<file path="src/rtl/hazard_control_unit.sv">
// Purpose     : ID-stage hazard detection, stage enable/flush sequencing and EX forward selects, 5-stage core.
// Latency     : every control output is combinational (0-cycle) from FSM state, the in-flight tracker and ID.
// Backpressure: mem_busy freezes every stage and the tracker; a RAW/load-use hazard holds PC and IF/ID and bubbles EX.
// Build option: FORWARDING_EN defined -> EX forwarding, only load-use stalls (1 cycle);
//               undefined (default)   -> no forwarding, stall until the producer has left WB (up to 3 cycles).
// Ports: clk, rst_n (sync, active-low); id_valid/id_instr = ID instruction; ex_redirect = taken control
//        transfer resolved in EX; mem_busy = data memory stall; pc_en, if_id_en, if_id_flush, id_ex_flush,
//        pipe_en = stage controls; fwd_a/fwd_b = EX operand select (00 RF, 01 EX/MEM, 10 MEM/WB);
//        stall_count = saturating count of cycles spent in HAZ_STALL or FREEZE.
module hazard_control_unit #(
   parameter int CNT_W = 16
) (
   input  logic             clk,
   input  logic             rst_n,
   input  logic             id_valid,
   input  logic [31:0]      id_instr,
   input  logic             ex_redirect,
   input  logic             mem_busy,
   output logic             pc_en,
   output logic             if_id_en,
   output logic             if_id_flush,
   output logic             id_ex_flush,
   output logic             pipe_en,
   output logic [1:0]       fwd_a,
   output logic [1:0]       fwd_b,
   output logic [CNT_W-1:0] stall_count
);

   localparam logic [6:0] OP_LUI    = 7'b0110111;
   localparam logic [6:0] OP_AUIPC  = 7'b0010111;
   localparam logic [6:0] OP_JAL    = 7'b1101111;
   localparam logic [6:0] OP_JALR   = 7'b1100111;
   localparam logic [6:0] OP_BRANCH = 7'b1100011;
   localparam logic [6:0] OP_LOAD   = 7'b0000011;
   localparam logic [6:0] OP_STORE  = 7'b0100011;
   localparam logic [6:0] OP_IMM    = 7'b0010011;
   localparam logic [6:0] OP_REG    = 7'b0110011;

   typedef enum logic [1:0] {
      S_RUN       = 2'd0,
      S_HAZ_STALL = 2'd1,
      S_FREEZE    = 2'd2
   } state_t;

   // One in-flight destination per downstream stage.
   typedef struct packed {
      logic       vld;
      logic       wr;
      logic [4:0] rd;
   } dst_t;

   // ---------------- ID decode ----------------
   logic [6:0] id_op;
   logic [4:0] id_rd;
   logic [4:0] id_rs1;
   logic [4:0] id_rs2;
   logic       id_wr_op;
   logic       id_use1;
   logic       id_use2;
   logic       id_wr;
   logic [4:0] id_rs1_eff;
   logic [4:0] id_rs2_eff;
   logic       unused_funct;

   assign id_op  = id_instr[6:0];
   assign id_rd  = id_instr[11:7];
   assign id_rs1 = id_instr[19:15];
   assign id_rs2 = id_instr[24:20];
   // funct fields never influence hazards or forwarding.
   assign unused_funct = ^{id_instr[31:25], id_instr[14:12]};

   always_comb begin
      id_wr_op = 1'b0;
      id_use1  = 1'b0;
      id_use2  = 1'b0;
      case (id_op)
         OP_LUI, OP_AUIPC, OP_JAL: id_wr_op = 1'b1;
         OP_JALR, OP_LOAD, OP_IMM: begin
            id_wr_op = 1'b1;
            id_use1  = 1'b1;
         end
         OP_BRANCH, OP_STORE: begin
            id_use1 = 1'b1;
            id_use2 = 1'b1;
         end
         OP_REG: begin
            id_wr_op = 1'b1;
            id_use1  = 1'b1;
            id_use2  = 1'b1;
         end
         default: ;
      endcase
   end

   // x0 is never recorded as a destination, and unread source fields are forced to x0,
   // so neither can ever produce a match.
   assign id_wr      = id_wr_op && (id_rd != 5'd0);
   assign id_rs1_eff = id_use1 ? id_rs1 : 5'd0;
   assign id_rs2_eff = id_use2 ? id_rs2 : 5'd0;

   function automatic logic dst_hit(input dst_t d, input logic [4:0] rs);
      return d.vld && d.wr && (d.rd == rs);
   endfunction

   // ---------------- tracker / FSM state ----------------
   dst_t             ex_q, ex_d, mem_q, mem_d, wb_q, wb_d;
   state_t           state_q, state_d;
   logic [CNT_W-1:0] cnt_q, cnt_d;
   logic             hazard;

`ifdef FORWARDING_EN
   logic       ex_ld_q, ex_ld_d;
   logic [4:0] ex_rs1_q, ex_rs1_d, ex_rs2_q, ex_rs2_d;

   // Only a load still in EX cannot be forwarded in time.
   assign hazard = id_valid && ex_ld_q &&
                   (dst_hit(ex_q, id_rs1_eff) || dst_hit(ex_q, id_rs2_eff));

   // MEM holds the newer value, so it wins over WB.
   always_comb begin
      fwd_a = 2'b00;
      fwd_b = 2'b00;
      if (dst_hit(mem_q, ex_rs1_q))     fwd_a = 2'b01;
      else if (dst_hit(wb_q, ex_rs1_q)) fwd_a = 2'b10;
      if (dst_hit(mem_q, ex_rs2_q))     fwd_b = 2'b01;
      else if (dst_hit(wb_q, ex_rs2_q)) fwd_b = 2'b10;
   end
`else
   // The register file has no write-through, so wait until the producer has retired from WB.
   assign hazard = id_valid &&
                   (dst_hit(ex_q, id_rs1_eff) || dst_hit(mem_q, id_rs1_eff) || dst_hit(wb_q, id_rs1_eff) ||
                    dst_hit(ex_q, id_rs2_eff) || dst_hit(mem_q, id_rs2_eff) || dst_hit(wb_q, id_rs2_eff));

   assign fwd_a = 2'b00;
   assign fwd_b = 2'b00;
`endif

   // Priority: mem_busy > ex_redirect > hazard. Leaving FREEZE needs no saved state: ID and the
   // tracker were held, so re-evaluating the hazard lands back in RUN or HAZ_STALL as before.
   always_comb begin
      state_d     = S_RUN;
      pc_en       = 1'b1;
      if_id_en    = 1'b1;
      if_id_flush = 1'b0;
      id_ex_flush = 1'b0;
      pipe_en     = 1'b1;
      if (mem_busy) begin
         state_d  = S_FREEZE;
         pc_en    = 1'b0;
         if_id_en = 1'b0;
         pipe_en  = 1'b0;
      end else if (ex_redirect) begin
         // The redirect target loads into the PC; both younger instructions are squashed.
         if_id_flush = 1'b1;
         id_ex_flush = 1'b1;
      end else if (hazard) begin
         state_d     = S_HAZ_STALL;
         pc_en       = 1'b0;
         if_id_en    = 1'b0;
         id_ex_flush = 1'b1;
      end
   end

   always_comb begin
      ex_d  = ex_q;
      mem_d = mem_q;
      wb_d  = wb_q;
      if (pipe_en) begin
         wb_d  = mem_q;
         mem_d = ex_q;
         ex_d  = '0;
         if (id_valid && !id_ex_flush) begin
            ex_d = '{vld: 1'b1, wr: id_wr, rd: id_rd};
         end
      end
   end

`ifdef FORWARDING_EN
   always_comb begin
      ex_ld_d  = ex_ld_q;
      ex_rs1_d = ex_rs1_q;
      ex_rs2_d = ex_rs2_q;
      if (pipe_en) begin
         ex_ld_d  = 1'b0;
         ex_rs1_d = 5'd0;
         ex_rs2_d = 5'd0;
         if (id_valid && !id_ex_flush) begin
            ex_ld_d  = (id_op == OP_LOAD);
            ex_rs1_d = id_rs1_eff;
            ex_rs2_d = id_rs2_eff;
         end
      end
   end
`endif

   always_comb begin
      cnt_d = cnt_q;
      if ((state_q != S_RUN) && (cnt_q != {CNT_W{1'b1}})) begin
         cnt_d = cnt_q + {{(CNT_W-1){1'b0}}, 1'b1};
      end
   end

   assign stall_count = cnt_q;

   always_ff @(posedge clk) begin
      if (!rst_n) begin
         state_q  <= S_RUN;
         ex_q     <= '0;
         mem_q    <= '0;
         wb_q     <= '0;
         cnt_q    <= '0;
`ifdef FORWARDING_EN
         ex_ld_q  <= 1'b0;
         ex_rs1_q <= 5'd0;
         ex_rs2_q <= 5'd0;
`endif
      end else begin
         state_q  <= state_d;
         ex_q     <= ex_d;
         mem_q    <= mem_d;
         wb_q     <= wb_d;
         cnt_q    <= cnt_d;
`ifdef FORWARDING_EN
         ex_ld_q  <= ex_ld_d;
         ex_rs1_q <= ex_rs1_d;
         ex_rs2_q <= ex_rs2_d;
`endif
      end
   end

endmodule

</file>
<file path="config.mk">
export PLATFORM = sky130hd
export DESIGN_NAME = hazard_control_unit
export DESIGN_NICKNAME = d
export VERILOG_FILES = /design/src/rtl/hazard_control_unit.sv
export SDC_FILE = /design/constraint.sdc
export NUM_CORES = 1
export LEC_CHECK = 0
export CORE_UTILIZATION = 43
export CTS_CLUSTER_SIZE = 20
export DETAILED_ROUTE_END_ITERATION = 10
export PLACE_DENSITY = 0.76
export SLEW_MARGIN = 20
export SYNTH_ARGS = -nofsm -noshare
export SYNTH_HDL_FRONTEND = slang
export SYNTH_SLANG_ARGS = --single-unit
</file>
<file path="constraint.sdc">
create_clock -name clk -period 2.9 [get_ports clk]
set_input_delay 0.725 -clock clk [delete_from_list [all_inputs] [get_ports clk]]
set_output_delay 0.725 -clock clk [all_outputs]
set_load 0.02 [all_outputs]
</file>
==> reports/metrics.csv, run 1 <==
stage,metric,value,unit
cells_and_area,Finished Core Util,63.9,%
floorplan,core area,5470,um2
worst_setup_path,worst-path fanout max,6,
sta,post-layout minimum cycle time,3150,ps
sta,Max Freq,318,MHz
routing,WL per Instance,15.5,um
worst_setup_path,largest stage delay on the critical path,270,ps
yosys,Synth Register Bits,39,
routing,Met2 Wirelength,3350,um
yosys,Cells after Synth,282,
routing,remaining antenna violation count,0,
floorplan,die width,77.2,um
routing,detailed-route via count,2402,
sta,clk_skew,5.91,ps
global_routing,initial antenna violation count,0,
yosys,cell taking the most area after synthesis,dfxtp_1,
cells_and_area,"Net count, final",400,
outcome,violations in the final reports,setup timing,
yosys,largest cells by area after synthesis,"dfxtp_1, nor2_1, xnor2_1",
power_and_ir_drop,Final Power,1.11,mW
cells_and_area,n_diodes,0,
worst_setup_path,Crit-path slowest cell,a311oi_4,
worst_setup_path,"Cell Chain, Critical Path",buf_6 > and3b_2 > buf_6 > nand3_4 > nor2_4 > o32ai_2 > nand4b_1 > and4_4 > a311oi_4 > buf_6,
sta,Setup WS post-layout,-249,ps
routing,met3 wire len,266,um
clocking,clk root buf,clkbuf_8,
power_and_ir_drop,Pwr Density,317,nW/um2
sta,final hold viol count,0,
cells_and_area,final cell count without fillers,435,
sta,"Slew Viols, Final",0,
min_path,class of the worst hold path,flop to flop,
global_routing,number of global-route vias before repair,2299,
clocking,Inserted Clock Buffers,5,
floorplan,IO Pins,62,
yosys,top cell type's share of synthesized area,32.1,%
yosys,post-synthesis async set-or-reset flop share,0,%
routing,DRT Wirelength,6740,um
yosys,most frequently used flop master after synthesis,dfxtp_1,
routing,Initial DRT Pass Iterations,6,
sta,Tcrit/Tclk final,109,%
routing,Highest Signal Layer,met4,
floorplan,Die ar.,5960,um2
cells_and_area,share of layout cells above drive strength 1,30.9,%
placement,I/O Buffers,47,
yosys,"Warnings, synthesis",0,
global_routing,first-pass GRT wire length,11100,um
yosys,"Avg Cell Area, Syn",8.62,um2
routing,Via density,5.52,
yosys,distinct cell type count after synthesis,60,
outcome,status,"complete, but fails checks",
global_routing,largest net degree at the start of global routing,31,
worst_setup_path,crit path launch type,primary input,
yosys,"count leader, synth",nor2_1,
clocking,Max Root-Sink Buffers,2,
floorplan,floorplan row count,27,
power_and_ir_drop,VDD IR max,218,uV
clocking,clk slew on worst S/H paths,70,ps
yosys,sequential area share after synthesis,32.1,%
cells_and_area,Area Growth Syn to Fin,44.0,%
worst_setup_path,Crit Path Class,primary input to output pin,
worst_setup_path,CP Capture Type,output pin,
worst_setup_path,crit path DAT,2420,ps
yosys,Post-synth EDFFs,0,
routing,starting DRC count in detailed routing,94,
power_and_ir_drop,static leakage,1.34,nW
global_routing,gr usage total,23.4,%
clocking,H-tree levels,2,
yosys,cell area after synthesis,2430,um2
routing,routed metal-1 wirelength,3010,um
clocking,clock sink total,39,
placement,Placed Instances,425,
run,Max Cap Viol,0,
clocking,clock latency on the worst-skew pair,290,ps
yosys,most instantiated cells after synthesis,"nor2_1, dfxtp_1, xnor2_1",
placement,Post-Place Worst Slack,-1130,ps
sta,RSZ-0062 raised after global routing,yes,
sta,count of final setup violators,3,
placement,DP Wirelength,5140,um
worst_setup_path,Crit path required time,2170,ps
floorplan,initial core utilization,44.4,%
placement,RD Place Congestion,0.872,
worst_setup_path,"most used cell, CP",buf_6,
routing,number of remaining DRC errors,0,
clocking,CTS tree,built,
global_routing,remaining global-route overflow,0,
floorplan,die height,77.2,um
## repair_timing
item | 4_1_cts | 5_1_grt
setup buffers | 3 | 0
setup endpoints to repair | 4 | 4
resized for setup | 90 | 32
hold buffers | 0 | 0
pin swaps | 21 | 21
## critical path: cells and delay by family
kind | cells | cell delay, ps
compound gates | 2 | 520
buf+inv | 3 | 390
simple gates | 5 | 770
## through the flow
stage	hold WS [ps]	instance area, um2	setup TNS [ps]
3_3_place_gp	479	3250	-3670
4_1_cts	516	3460	-676
2_1_floorplan	463	2500	-7.02
6_report	507	3500	-652
5_1_grt	541	3500	-796
3_5_place_dp	497	3250	-4110
## metal layers
metal	vias to the layer above	global-route usage, %
met5	-	0
li1	1178	-
met3	12	4.05
met4	0	5.28
met2	53	41.3
met1	1159	29.2
## final timing paths
kind | to | from | slack, ps | cells past startpoint
worst max-delay path | id_ex_flush | id_instr[1] | -250 | 10
worst max register to register | ex_q[1]$_SDFFE_PN0N_ | wb_q[4]$_SDFFE_PN0N_ | 850 | 9
worst min register to register | wb_q[5]$_SDFFE_PN0N_ | wb_q[5]$_SDFFE_PN0N_ | 510 | 2
worst min-delay path | wb_q[5]$_SDFFE_PN0N_ | wb_q[5]$_SDFFE_PN0N_ | 510 | 2
## logic make-up after synthesis
group,Yosys count,share of synthesized area (%)
AO/OA/AOI/OAI,51,17.6
adder cells (fa/ha/maj),1,0.515
flip-flops,39,32.1
AND/OR/NAND/NOR,120,27.0
XOR/XNOR,28,10.1
buffers and inverters,26,5.71
multiplexers,16,6.79
other,1,0.154
## power breakdown
| group | leakage [nW] | switching (mW) | internal, mW |
|---|---|---|---|
| Sequential | 0.315 | 0.00742 | 0.542 |
| Combinational | 0.983 | 0.101 | 0.102 |
| Clock | 0.0412 | 0.190 | 0.168 |
| Total | 1.34 | 0.298 | 0.811 |
## cell usage in the layout (no fill, tap or decap), drive strengths merged, types with 8 or more instances in the layout
cell type and count:
nor4bb 8, nand4 10, clkdlybuf4s50 25, dfxtp 39
a31oi 8, clkbuf 9, mux2i 15, o32ai 8
xnor2 18, xor2 10, nand2 12, nor2 53
buf 54
## registers in the layout, indices dropped and copies added, names as in the netlist
register,count
mem_q,7
state_q,2
stall_count,16
ex_q,7
wb_q,7
## cell type report
cell class	instances	area (um2)
clock buffer	6	72.6
sequential	39	781
clock inverter	2	12.5
inverter	7	26.3
multi-input combinational	220	1730
fill	494	1970
timing repair buffer	89	791
tap	72	90.1
Power figures use the tool's default switching activity.
==> run 2: changes to the inputs <==
- CAP_MARGIN: not set -> 10
==> results of run 2 <==
Final layout, timing and power as in run 1 (identical DEF).
